--- src/rtl/cpu_pkg.sv ---
// Shared CPU definitions: multiply/divide op encodings and the sequencer state enum.
// The multicycle control unit imports the same op constants.
package cpu_pkg;

  typedef enum logic [1:0] {
    OP_MULT  = 2'b00,
    OP_MULTU = 2'b01,
    OP_DIV   = 2'b10,
    OP_DIVU  = 2'b11
  } md_op_e;

  typedef enum logic [2:0] {
    ST_IDLE,
    ST_PREP,
    ST_MUL,
    ST_DIV,
    ST_FIX,
    ST_DONE,
    ST_DZERO
  } mds_state_e;

  function automatic logic op_is_div(input logic [1:0] op);
    return op[1];
  endfunction

  function automatic logic op_is_signed(input logic [1:0] op);
    return ~op[0];
  endfunction

endpackage

--- src/rtl/mds_signfix.sv ---
// Conditional two's-complement negate of an N-bit value; used for operand
// magnitudes on the way in and for result signs on the way out.
module mds_signfix #(
  parameter int N = 32
) (
  input  logic         neg_i,
  input  logic [N-1:0] val_i,
  output logic [N-1:0] val_o
);

  assign val_o = neg_i ? ({N{1'b0}} - val_i) : val_i;

endmodule

--- src/rtl/mult_div_seq.sv ---
// Iterative multiply/divide sequencer with HI/LO result registers, signed and
// unsigned ops, optional multiply early-out and a divide-by-zero pulse.
module mult_div_seq
  import cpu_pkg::*;
#(
  parameter int WIDTH     = 32,
  parameter bit EARLY_OUT = 1'b0
) (
  input  logic             clock,
  input  logic             reset,
  input  logic             start,
  input  logic [1:0]       op,
  input  logic [WIDTH-1:0] a,
  input  logic [WIDTH-1:0] b,
  output logic             busy,
  output logic             done,
  output logic             div_zero,
  output logic [WIDTH-1:0] hi,
  output logic [WIDTH-1:0] lo
);

  localparam int             CW   = $clog2(WIDTH) + 1;
  localparam logic [CW-1:0]  LAST = CW'(WIDTH - 1);

  typedef struct packed {
    logic [2*WIDTH-1:0] prod;
    logic [2*WIDTH-1:0] mcand;
    logic [WIDTH-1:0]   mplier;
  } mul_t;

  typedef struct packed {
    logic [WIDTH-1:0] rem;
    logic [WIDTH-1:0] quo;
  } div_t;

  function automatic mul_t mul_step(input logic [2*WIDTH-1:0] prod,
                                    input logic [2*WIDTH-1:0] mcand,
                                    input logic [WIDTH-1:0]   mplier);
    mul_t r;
    r.prod   = mplier[0] ? (prod + mcand) : prod;
    r.mcand  = mcand << 1;
    r.mplier = mplier >> 1;
    return r;
  endfunction

  // Restoring step: shift the next dividend bit into the remainder and subtract if it fits.
  function automatic div_t div_step(input logic [WIDTH-1:0] rem,
                                    input logic [WIDTH-1:0] quo,
                                    input logic [WIDTH-1:0] dvsr);
    div_t           r;
    logic [WIDTH:0] trial;
    logic           fits;
    trial = {rem, quo[WIDTH-1]};
    fits  = (trial >= {1'b0, dvsr});
    r.rem = fits ? (trial[WIDTH-1:0] - dvsr) : trial[WIDTH-1:0];
    r.quo = {quo[WIDTH-2:0], fits};
    return r;
  endfunction

  mds_state_e         state_q;
  logic [1:0]         op_q;
  logic [WIDTH-1:0]   a_q, b_q;
  logic               sign_res_q, sign_rem_q;
  logic [2*WIDTH-1:0] prod_q, mcand_q;
  logic [WIDTH-1:0]   mplier_q;
  logic [WIDTH-1:0]   rem_q, quo_q, dvsr_q;
  logic [CW-1:0]      cnt_q;
  logic               busy_q, done_q, dz_q;
  logic [WIDTH-1:0]   hi_q, lo_q;

  logic               sa, sb, in_prep;
  logic [WIDTH-1:0]   mag_a, mag_b;
  logic [2*WIDTH-1:0] prod_fix;
  logic [WIDTH-1:0]   quo_fix, rem_fix;
  mul_t               mul_nx;
  div_t               div_nx;
  logic               mul_early;

  assign sa      = op_is_signed(op_q) & a_q[WIDTH-1];
  assign sb      = op_is_signed(op_q) & b_q[WIDTH-1];
  assign in_prep = (state_q == ST_PREP);

  mds_signfix #(.N(WIDTH)) u_abs_a (.neg_i(sa), .val_i(a_q), .val_o(mag_a));
  mds_signfix #(.N(WIDTH)) u_abs_b (.neg_i(sb), .val_i(b_q), .val_o(mag_b));

  mds_signfix #(.N(2*WIDTH)) u_fix_prod (.neg_i(sign_res_q), .val_i(prod_q), .val_o(prod_fix));
  mds_signfix #(.N(WIDTH))   u_fix_quo  (.neg_i(sign_res_q), .val_i(quo_q),  .val_o(quo_fix));
  mds_signfix #(.N(WIDTH))   u_fix_rem  (.neg_i(sign_rem_q), .val_i(rem_q),  .val_o(rem_fix));

  // PREP already performs the first iteration on the fresh magnitudes, so
  // WIDTH iterations plus FIX complete within WIDTH+2 edges of acceptance.
  always_comb begin
    mul_nx    = in_prep ? mul_step('0, {{WIDTH{1'b0}}, mag_a}, mag_b)
                        : mul_step(prod_q, mcand_q, mplier_q);
    div_nx    = in_prep ? div_step('0, mag_a, mag_b)
                        : div_step(rem_q, quo_q, dvsr_q);
    mul_early = EARLY_OUT && (mul_nx.mplier == '0);
  end

  always_ff @(posedge clock or negedge reset) begin
    if (!reset) begin
      state_q    <= ST_IDLE;
      op_q       <= '0;
      a_q        <= '0;
      b_q        <= '0;
      sign_res_q <= 1'b0;
      sign_rem_q <= 1'b0;
      prod_q     <= '0;
      mcand_q    <= '0;
      mplier_q   <= '0;
      rem_q      <= '0;
      quo_q      <= '0;
      dvsr_q     <= '0;
      cnt_q      <= '0;
      busy_q     <= 1'b0;
      done_q     <= 1'b0;
      dz_q       <= 1'b0;
      hi_q       <= '0;
      lo_q       <= '0;
    end else begin
      done_q <= 1'b0;
      dz_q   <= 1'b0;
      case (state_q)
        ST_IDLE: begin
          if (start) begin
            op_q    <= op;
            a_q     <= a;
            b_q     <= b;
            busy_q  <= 1'b1;
            state_q <= ST_PREP;
          end
        end
        ST_PREP: begin
          sign_res_q <= sa ^ sb;
          sign_rem_q <= sa;
          cnt_q      <= CW'(1);
          if (op_is_div(op_q)) begin
            if (b_q == '0) begin
              done_q  <= 1'b1;
              dz_q    <= 1'b1;
              state_q <= ST_DZERO;
            end else begin
              rem_q   <= div_nx.rem;
              quo_q   <= div_nx.quo;
              dvsr_q  <= mag_b;
              state_q <= ST_DIV;
            end
          end else begin
            prod_q   <= mul_nx.prod;
            mcand_q  <= mul_nx.mcand;
            mplier_q <= mul_nx.mplier;
            state_q  <= mul_early ? ST_FIX : ST_MUL;
          end
        end
        ST_MUL: begin
          prod_q   <= mul_nx.prod;
          mcand_q  <= mul_nx.mcand;
          mplier_q <= mul_nx.mplier;
          cnt_q    <= cnt_q + CW'(1);
          if ((cnt_q == LAST) || mul_early) state_q <= ST_FIX;
        end
        ST_DIV: begin
          rem_q <= div_nx.rem;
          quo_q <= div_nx.quo;
          cnt_q <= cnt_q + CW'(1);
          if (cnt_q == LAST) state_q <= ST_FIX;
        end
        ST_FIX: begin
          if (op_is_div(op_q)) begin
            hi_q <= rem_fix;
            lo_q <= quo_fix;
          end else begin
            hi_q <= prod_fix[2*WIDTH-1:WIDTH];
            lo_q <= prod_fix[WIDTH-1:0];
          end
          done_q  <= 1'b1;
          state_q <= ST_DONE;
        end
        ST_DONE, ST_DZERO: begin
          busy_q  <= 1'b0;
          state_q <= ST_IDLE;
        end
        default: begin
          busy_q  <= 1'b0;
          state_q <= ST_IDLE;
        end
      endcase
    end
  end

  assign busy     = busy_q;
  assign done     = done_q;
  assign div_zero = dz_q;
  assign hi       = hi_q;
  assign lo       = lo_q;

endmodule
--- config.mk ---
export PLATFORM = sky130hd
export DESIGN_NAME = mult_div_seq
export DESIGN_NICKNAME = d
export VERILOG_FILES = /design/src/rtl/cpu_pkg.sv /design/src/rtl/mds_signfix.sv /design/src/rtl/mult_div_seq.sv
export SDC_FILE = /design/constraint.sdc
export NUM_CORES = 1
export LEC_CHECK = 0
export CAP_MARGIN = 25
export CORE_ASPECT_RATIO = 0.9
export CORE_MARGIN = 2
export CORE_UTILIZATION = 32
export CTS_CLUSTER_DIAMETER = 60
export DETAILED_ROUTE_END_ITERATION = 8
export HOLD_SLACK_MARGIN = 0.06
export PLACE_DENSITY = 0.48
export SLEW_MARGIN = 20
export SYNTH_ARGS = -nofsm -noshare
export SYNTH_HDL_FRONTEND = slang
export SYNTH_SLANG_ARGS = --single-unit
--- constraint.sdc ---
create_clock -name clock -period 5.1 [get_ports clock]
set_input_delay 1.53 -clock clock [delete_from_list [all_inputs] [get_ports clock]]
set_output_delay 1.53 -clock clock [all_outputs]
set_load 0.01 [all_outputs]
# Word level (Yosys, flattened, before mapping)
# Cells that the tools add are included.
[word_totals] reg_bits=400 word_cells=95
[op_classes] n_addsub=9 magnitude_cmp=2 n_eq_ne=10 mux=37 bitwise=6 reduce_logical=13
[ops] op="$mux W32" n=14
[ops] op="$mux W64" n=5
[ops] op="$pmux W64 S2" n=2
[ops] op="$pmux W32 S2" n=3
[ops] op="$mux W160" n=1
[ops] op="$sub A1 B32 Y32 const A" n=4
[ops] op="$add A64 B64 Y64" n=1
[ops] op="$sub A1 B64 Y64 const A" n=1
[ops] op="$ge A33 B32 Y1" n=1
[ops] op="$ge A1 B32 Y1" n=1
[ops] op="$logic_not A32 Y1" n=1
[ops] op="$sub A1 B32 Y32" n=1
[ops] op="$sub A32 B32 Y32" n=1
[ops] op="$mux W3" n=4
[ops] op="$pmux W3 S4" n=1
[ops] op="$pmux W6 S2" n=1
[ops] op="$ne A2 B2 Y1 const B" n=4
[ops] op="$reduce_and A2 Y1" n=4
[ops] op="$add A6 B1 Y6 const B" n=1
[ops] op="$eq A3 B2 Y1 const B" n=2
[ops] op="$eq A6 B5 Y1 const B" n=1
[ops] op="$reduce_and A3 Y1" n=2
[ops] op="$reduce_bool A2 Y1" n=3
[ops] op="$mux W1" n=4
[ops] op="10 further kinds" n=14

# Logic depth before layout (Yosys ltp)
# Gate-level depths: netlist (run 1).
[logic_depth] word_depth=9 depth_mapped=18 ltp_nobuf=17

# Hierarchy
# A second synthesis (run 1) with hierarchy kept.
[unflattened] cells_unflattened=3026 hier_area_um2=26977.1
[modules_own_cells] mod="mult_div_seq" instances=1 cells_each=2396 area_each_um2=22455.3
[modules_own_cells] mod="mds_signfix at u_abs_a ..." instances=4 cells_each=108 area_each_um2=767.0
[modules_own_cells] mod="mds_signfix at u_fix_prod" instances=1 cells_each=198 area_each_um2=1453.9

# Worst setup path before layout (run 1)
# Ideal clock, no wire load.
[synth_timing] kind="register -> register" startpoint="register a_q[2]" endpoint="register rem_q[23]" setup_time_ns=0.096 t_arrival_ns=3.702 required_ns=5.004 path_slack_ns=1.302 stages_incl_launch_ff=19 path_buffers=1 period_less_slack_ns=3.798 cell_sequence="dfrtp_1 -> nor3_1 -> nand4b_1 -> nor2_1 -> nand3_1 -> nor4b_1 -> o21ai_0 -> inv_1 -> ha_1 -> inv_1 -> a21oi_1 -> and4b_1 -> nand4_1 -> nor4_2 -> nand4_2 -> o21a_2 -> and2_4 -> buf_6 -> a311oi_2"
[synth_via] elab_chain_cells=8
[synth_lines] element="start, declared" line_no="mult_div_seq.sv:62" rtl="logic [WIDTH-1:0] a_q, b_q;"
[synth_lines] element="start signal, assigned" line_no="mult_div_seq.sv:104" rtl="a_q <= '0;"
[synth_lines] element="start signal, assigned" line_no="mult_div_seq.sv:127" rtl="a_q <= a;"
[synth_lines] element="$sub A1 B32 Y32 *" line_no="mds_signfix.sv:11" rtl="assign val_o = neg_i ? ({N{1'b0}} - val_i) : val_i;"
[synth_lines] element="$mux W32 *" line_no="mds_signfix.sv:11"
[synth_lines] element="$sub A1 B32 Y32 / $ge A1 B32 Y1 (equally long branches)" line_no="mult_div_seq.sv:55, mult_div_seq.sv:54"
[synth_lines] element="$mux W32 *" line_no="mult_div_seq.sv:55" rtl="r.rem = fits ? (trial[WIDTH-1:0] - dvsr) : trial[WIDTH-1:0];"
[synth_lines] element="$mux W64 *" line_no="mult_div_seq.sv:95" rtl="div_nx = in_prep ? div_step('0, mag_a, mag_b)"
[synth_lines] element="$mux W32" line_no="mult_div_seq.sv:138" rtl="if (b_q == '0) begin"
[synth_lines] element="$mux W32" line_no="mult_div_seq.sv:137" rtl="if (op_is_div(op_q)) begin"
[synth_lines] element="$pmux W32 S2 *" line_no="mult_div_seq.sv:123" rtl="case (state_q)"
[synth_lines] element="end signal, assigned" line_no="mult_div_seq.sv:143" rtl="rem_q <= div_nx.rem;"
[synth_lines] element="end signal, assigned" line_no="mult_div_seq.sv:163" rtl="rem_q <= div_nx.rem;"
[synth_lines] element="end, declared" line_no="mult_div_seq.sv:66" rtl="logic [WIDTH-1:0] rem_q, quo_q, dvsr_q;"
# Every way passes the cells marked *; elsewhere a longest branch is shown, timed or not. The select of a mux whose other input is x is not followed.
# A chain may end at the register's enable or synchronous reset.

# Final worst setup path (run 1)
[layout_timing] startpoint="register a_q[3]" endpoint="register rem_q[7]"
# The elaborated chain is that of the path after synthesis.

==> summary.md, run 1 <==
| Metric | Value |
|---|---|
| Status | complete, no violations |
| IO Pins | 136 |
| Clk_skew | 0.0284 ns |
| Final Instance Count excl. Fillers | 4259 |
| Chip Width | 306 µm |
| FP Rows | 99 |
| Root Buffer Master | clkbuf_16 |
| Max Root-Sink Buffers | 3 |
| Routed len/inst | 20.3 µm |
| Sw Share | 0.468 |
| Avg Cell Area, Syn | 8.38 µm² |
| Drt pass-1 iters | 6 |
| Total gr overflow | 0 |
| Relative slew slack | 0.306 |
| Power density over the cells | 634 nW/µm² |
| Flops & latches, synth | 398 |
| Inst Count DP | 4169 |
| Unique masters post-synth | 93 |
| Final setup viols | 0 |
| Met3 Resource Use GR | 0.0339 |
| CP endpoint kind | flip-flop |
| Post-synth EDFFs | 0 |
| ANT nets after route | 0 |
| DRC Markers | 0 |
| Gpl congestion | 0.891 |
| TritonCTS clock tree | done |
| Pin count of the biggest net entering global routing | 165 |
| Dominant synthesized flop cell | dfrtp_1 |
| Tmin final | 4.61 ns |
| Total track usage | 0.204 |
| Chip Height | 276 µm |
| Final period utilization | 0.905 |
| Via density | 5.49 |
| Design area | 30300 µm² |
| Maximum vdd drop | 0.325 mV |
| Final Util | 0.373 |
| CP max stage cell | dfrtp_1 |
| Total clock sinks | 398 |
| RSZ-0062 raised after global routing | no |
| TritonCTS buffer count | 51 |
| Warnings from Yosys | 0 |
| Nets | 3337 |
| Kind of critical path | flip-flop to flip-flop |
| Mapped Area | 26200 µm² |
| Commonest cells after routing, fill and taps aside | nand2_1, dfrtp_1, o21ai_0 |
| Highest Clock Rate | 217 MHz |
| Placed Area | 28600 µm² |
| Die footprint | 84300 µm² |
| Commonest non-fill, non-tap cell in the layout | nand2_1 |
| Async SR Flop Fraction | 1.00 |
| Layout cells sized above 1 | 0.0770 |
| Crit path arrival time | 5.12 ns |
| Worst setup SP type | flip-flop |
| Vias in the first global route | 22900 |
| Detailed Route WL | 86400 µm |
| H-tree Lvls | 2 |
| Clock Power Share | 0.189 |
| Gr busiest metal | met2 |
| Worst hold path type | flip-flop to flip-flop |
| Sequential power share | 0.292 |
| Buf+Inv Stages, Crit Path | 2 |
| Area delta synth->final | 15.4% |
| Final Hold Vio Count | 0 |
| Logic pwr share | 0.519 |
| Worst-Margin Slew | 1.04 ns |
| Antenna violations before repair | 5 |
| Internal power | 10.2 mW |
| Top post-synthesis cells by area | dfrtp_1, o21ai_0, nand2_1, a21oi_1, ha_1 |
| Met1 Use GR | 0.280 |
| Most frequent CP cell | inv_1 |
| Sw power | 8.98 mW |
| Crit Path Max Fanout | 16 |
| CP cell instances | nor3_1, nand4b_1, nor2_2, nand3_1, nor4b_1, o21ai_0, inv_1, ha_1, inv_1, a21oi_1, and4b_1, nand4_1, nor4_2, nand4_2, o21a_2, and2_4, a311oi_1 |
| Worst endpoint required time | 5.61 ns |
| Sequential fraction of the synthesis area | 0.380 |
| CP peak stage delay | 0.42 ns |
| Initial Util | 0.323 |
| Max Cap Violations | 0 |
| Setup TNS | 0 ns |
| Hold-fix buffers, CTS | 0 |
| Fill cells | 8199 |
| Post-Syn Instances | 3131 |
| Final HPWL DP | 63600 µm |
| Clk Latency, worst-skew pair | 0.63 ns |
| Fin. max-slew vios | 0 |
| First-pass GRT wire length | 135000 µm |
| CP top delay family | simple AND/OR/NAND/NOR gates |
| Worst-path clk slew | 0.06 ns |
| Vias | 23400 |
| PortBufs | 135 |
| Syn_nets | 3304 |
| Leakage | 12.2 nW |
| Share of Yosys cell area claimed by the top area cell type | 0.380 |
| Met2 Use GR | 0.330 |
| Core ar. | 81100 µm² |
| Hold slack | 0.481 ns |
| Largest area contributor in the netlist | dfrtp_1 |
| DRT iter0 DRCs | 1820 |
## cell families after synthesis
family                     share of synthesized area
xor gates and xnor gates                      0.0828
muxes                                         0.0298
and+or+nand+nor                                0.185
DFF                                            0.380
AOI/OAI and AO/OA                              0.233
buffers and inverters                         0.0397
adders and majority gates                     0.0502
## per-stage QoR
stage,power (mW),setup slack (ns)
finish,19.2,0.485
global route,20.8,0.0121
floorplan,12.5,1.30
detailed placement,15.5,0.279
CTS,19.3,0.266
global placement,15.4,0.497
## cell type report
class / count / area (µm²) / area share
Tap cell: 1060 / 1330 / 0.0438
Inverter: 75 / 282 / 0.00930
Sequential cell: 398 / 9960 / 0.329
Antenna cell: 3 / 7.51 / 0.000248
Clock buffer: 60 / 1370 / 0.0453
Clock inverter: 25 / 278 / 0.00918
Timing Repair Buffer: 173 / 1730 / 0.0572
Multi-Input combinational cell: 2465 / 15300 / 0.506
## power by group through the flow
stage | clock [mW] | sequential [mW] | combinational (mW)
5_1_grt | 3.86 | 5.76 | 11.1
4_1_cts | 3.73 | 5.60 | 9.95
2_1_floorplan | 0 | 5.01 | 7.49
3_5_place_dp | 0 | 5.64 | 9.89
3_3_place_gp | 0 | 5.61 | 9.82
6_report | 3.63 | 5.60 | 9.97
## Yosys cell counts, drive strengths merged (6+ instances only)
cell and n:
a211oi 28, a21boi 6, a21o 48, a21oi 292
a221oi 27, a22o 33, a311oi 16, a31o 7
a31oi 25, a41oi 6, and2 19, and3 13
and4 7, buf 26, clkbuf 167, dfrtp 398
ha 102, inv 75, mux2 55, mux2i 14
nand2 414, nand2b 31, nand3 47, nand4 38
nor2 305, nor2b 19, nor3 48, nor4 20
o211ai 13, o21a 15, o21ai 349, o21bai 13
o221ai 8, o22ai 6, o31ai 50, o41ai 16
or2 10, or3 42, or4 18, xnor2 140
xor2 108
## what timing repair did
item,CTS,global route
gates resized for setup,0,2
setup endpoints to repair,0,28
setup buffers,0,0
## worst reg2reg max path, stage by stage (launching register included)
cell      delay (ns)
dfrtp_1         0.42
nor3_1          0.36
nand4b_1        0.27
nor2_2          0.24
nand3_1         0.17
nor4b_1         0.31
o21ai_0         0.31
inv_1           0.13
ha_1            0.23
inv_1           0.08
a21oi_1         0.07
and4b_1         0.26
nand4_1         0.10
nor4_2          0.37
nand4_2         0.20
o21a_2          0.39
and2_4          0.29
a311oi_1        0.29
## path summary, 6_finish.rpt
kind | slack, ns | to | cells past startpoint | start
max | 0.49 | rem_q[7] | 17 | a_q[3]
min | 0.48 | mplier_q[11] | 2 | mplier_q[11]
max reg2reg | 0.49 | rem_q[7] | 17 | a_q[3]
min reg2reg | 0.48 | mplier_q[11] | 2 | mplier_q[11]
max in group asynchronous | 3.18 | lo[21] | 2 | reset
min in group asynchronous | 0.95 | dvsr_q[10] | 1 | reset
## sequential cells by signal, indices dropped and copies added, names as in the netlist
| register | cells |
|---|---|
| cnt_q | 6 |
| quo_q | 32 |
| busy | 1 |
| div_zero | 1 |
| mplier_q | 31 |
| a_q | 32 |
| mcand_q | 63 |
| sign_res_q | 1 |
| done | 1 |
| dvsr_q | 32 |
| prod_q | 64 |
| lo | 32 |
| state_q | 3 |
| rem_q | 32 |
| sign_rem_q | 1 |
| b_q | 32 |
| op_q | 2 |
| hi | 32 |
## routing by layer
| metal | vias to the layer above | routed length [µm] |
|---|---|---|
| met3 | 107 | 4370 |
| met2 | 580 | 39300 |
| met5 | - | 0 |
| met4 | 0 | 2210 |
| li1 | 11300 | - |
| met1 | 11400 | 40500 |
(Power assumes the default switching activity.)
==> run 2: changes to the inputs <==
--- a/config.mk
+++ b/config.mk
@@ -13,7 +13,7 @@
 export DETAILED_ROUTE_END_ITERATION = 8
 export HOLD_SLACK_MARGIN = 0.06
 export PLACE_DENSITY = 0.48
-export SLEW_MARGIN = 20
+export SLEW_MARGIN = 10
 export SYNTH_ARGS = -nofsm -noshare
 export SYNTH_HDL_FRONTEND = slang
 export SYNTH_SLANG_ARGS = --single-unit
==> run 2 against run 1 <==
Clock-buffer cell count unchanged. Design area barely moved. Sequential share of layout area about the same. Setup slack worse by 0.0061 ns. Final cell count did not move. Clock power about the same. Critical endpoint unchanged. Register-to-register slack about the same. Global-route usage unchanged. Critical path type unchanged. Via count decreased by 0.20%. Utilization about the same. Largest cell class unchanged. Sequential cell count unchanged.
==> summary.md, run 2 (synthesis results as in run 1) <==
| Metric | Value |
|---|---|
| Fill cells | 8196 (was 8199) |
| Kind of critical path | flip-flop to flip-flop (unchanged) |
| IO Pins | 136 (unchanged) |
| Die footprint | 84300 µm² (unchanged) |
| Clk Latency, worst-skew pair | 0.63 ns (about the same) |
| Final setup viols | 0 (unchanged) |
| Routed len/inst | 20.2 µm (was 20.3 µm) |
| Leakage | 12.3 nW (was 12.2 nW) |
| Antenna violations before repair | 5 (unchanged) |
| Chip Width | 306 µm (unchanged) |
| First-pass GRT wire length | 135000 µm (unchanged) |
| Largest regs | prod_q x64, mcand_q x63 (unchanged) |
| Final Hold Vio Count | 0 (unchanged) |
| Total track usage | 0.204 (unchanged) |
| Max FFs per register | 64 (unchanged) |
| Commonest non-fill, non-tap cell in the layout | nand2_1 (unchanged) |
| Hold path depth | 2 (unchanged) |
| Layout cells sized above 1 | 0.0773 (was 0.0770) |
| Placed Area | 28600 µm² (unchanged) |
| Final HPWL DP | 63600 µm (unchanged) |
| Worst endpoint required time | 5.60 ns (was 5.61 ns) |
| Area delta synth->final | 15.5% (was 15.4%) |
| Detailed Route WL | 86200 µm (was 86400 µm) |
| FF+latch area | 9960 µm² (unchanged) |
| Vias in the first global route | 22900 (unchanged) |
| Chip Height | 276 µm (unchanged) |
| TritonCTS buffer count | 51 (unchanged) |
| DRT iter0 DRCs | 1843 (was 1820) |
| CP endpoint kind | flip-flop (unchanged) |
| Via density | 5.47 (was 5.49) |
| Reg with most FFs | prod_q (unchanged) |
| Pin count of the biggest net entering global routing | 165 (unchanged) |
| Worst-Margin Slew | 1.01 ns (was 1.04 ns) |
| Initial Util | 0.323 (unchanged) |
| TritonCTS clock tree | done (unchanged) |
| Status | complete, no violations (unchanged) |
| Relative slew slack | 0.323 (was 0.306) |
| Root Buffer Master | clkbuf_16 (unchanged) |
| Multi-input gate area | 15300 µm² (about the same) |
| Max Root-Sink Buffers | 3 (unchanged) |
| Crit Path Max Fanout | 16 (unchanged) |
| Setup TNS | 0 ns (unchanged) |
| Fin. max-slew vios | 0 (unchanged) |
| RSZ-0062 raised after global routing | no (unchanged) |
| Post-CTS Setup Inserts | 0 (unchanged) |
| Vias | 23300 (was 23400) |
| FP Rows | 99 (unchanged) |
| DRC Markers | 0 (unchanged) |
| Worst hold path type | flip-flop to flip-flop (unchanged) |
| Crit path arrival time | 5.12 ns (about the same) |
| Total gr overflow | 0 (unchanged) |
| Tmin final | 4.62 ns (was 4.61 ns) |
| Worst-path clk slew | 0.06 ns (about the same) |
| H-tree Lvls | 2 (unchanged) |
| ANT nets after route | 0 (unchanged) |
| Power density over the cells | 634 nW/µm² (about the same) |
| Highest Clock Rate | 216 MHz (was 217 MHz) |
| Commonest cells after routing, fill and taps aside | nand2_1, dfrtp_1, o21ai_0 (unchanged) |
| Maximum vdd drop | 0.323 mV (was 0.325 mV) |
| Final period utilization | 0.906 (was 0.905) |
| Worst setup SP type | flip-flop (unchanged) |
| FF-to-FF path depth | 17 (unchanged) |
| Gpl congestion | 0.891 (unchanged) |
| Max Cap Violations | 0 (unchanged) |
| Total clock sinks | 398 (unchanged) |
| Clk_skew | 0.0257 ns (was 0.0284 ns) |
| Nets | 3338 (was 3337) |
| Reg2Reg Setup Slack | 0.48 ns (was 0.49 ns) |
| Drt pass-1 iters | 6 (unchanged) |
| Core ar. | 81100 µm² (unchanged) |
| PortBufs | 135 (unchanged) |
| Design area | 30300 µm² (about the same) |
==> run 2: final timing paths <==
path,startpoint,end
worst max register to register,a_q[3],rem_q[7]
max in group asynchronous,reset,lo[21]
worst min register to register,hi[13],hi[13]
worst min-delay path,hi[13],hi[13]
min in group asynchronous,reset,dvsr_q[10]
worst max-delay path,a_q[3],rem_q[7]
==> run 2: through the flow <==
stage | total power [mW] | hold WS, ns | std cells | worst slack (ns) | util
after CTS | 19.3 | 0.485 | 4254 | 0.266 | 0.372
after floorplan | 12.5 | 0.450 | 3131 | 1.30 | -
after detailed placement | 15.5 | 0.472 | 4169 | 0.279 | 0.352
final | 19.2 | 0.481 | 4259 | 0.479 | 0.373
after global placement | 15.4 | 0.466 | 4169 | 0.497 | 0.352
after global routing | 20.8 | 0.505 | 4259 | 0.0121 | 0.373
==> run 2: what timing repair did <==
| item | CTS | global route |
|---|---|---|
| gates resized for setup | 0 | 2 |
| endpoints found under the setup margin | 0 | 28 |
| hold endpoints to repair | 0 | 0 |
| hold buffers | 0 | 0 |
==> run 2: power by group <==
group	switching [mW]	internal [mW]	leakage (nW)
registers	1.47	4.13	4.85
logic	5.99	3.98	6.60
clock network	1.51	2.12	0.811
total	8.97	10.2	12.3
==> run 2: cell type report <==
| cell class | count | share of cell area |
|---|---|---|
| repair buffers | 174 | 0.0583 |
| well taps | 1060 | 0.0438 |
| inverters | 75 | 0.00930 |
| multi-input cells | 2465 | 0.505 |
| clock buffers | 60 | 0.0452 |
| diodes | 2 | 0.000165 |
| clock inverters | 25 | 0.00917 |
| flip-flops and latches | 398 | 0.329 |
==> run 2: routing by layer <==
metal,share of wire,vias to the layer above,track usage
li1,-,11300,-
met1,0.47,11400,0.280
met2,0.46,536,0.330
met3,0.047,113,0.0339
met4,0.026,0,0.0582
met5,0,-,0
==> run 2: worst max-delay path, cell delays in order (launching register included) <==
cell      delay (ns)
dfrtp_1         0.42
nor3_1          0.36
nand4b_1        0.27
nor2_2          0.24
nand3_1         0.17
nor4b_1         0.31
o21ai_0         0.32
inv_1           0.13
ha_1            0.23
inv_1           0.08
a21oi_1         0.07
and4b_1         0.26
nand4_1         0.10
nor4_2          0.37
nand4_2         0.20
o21a_2          0.40
and2_4          0.28
a311oi_1        0.29
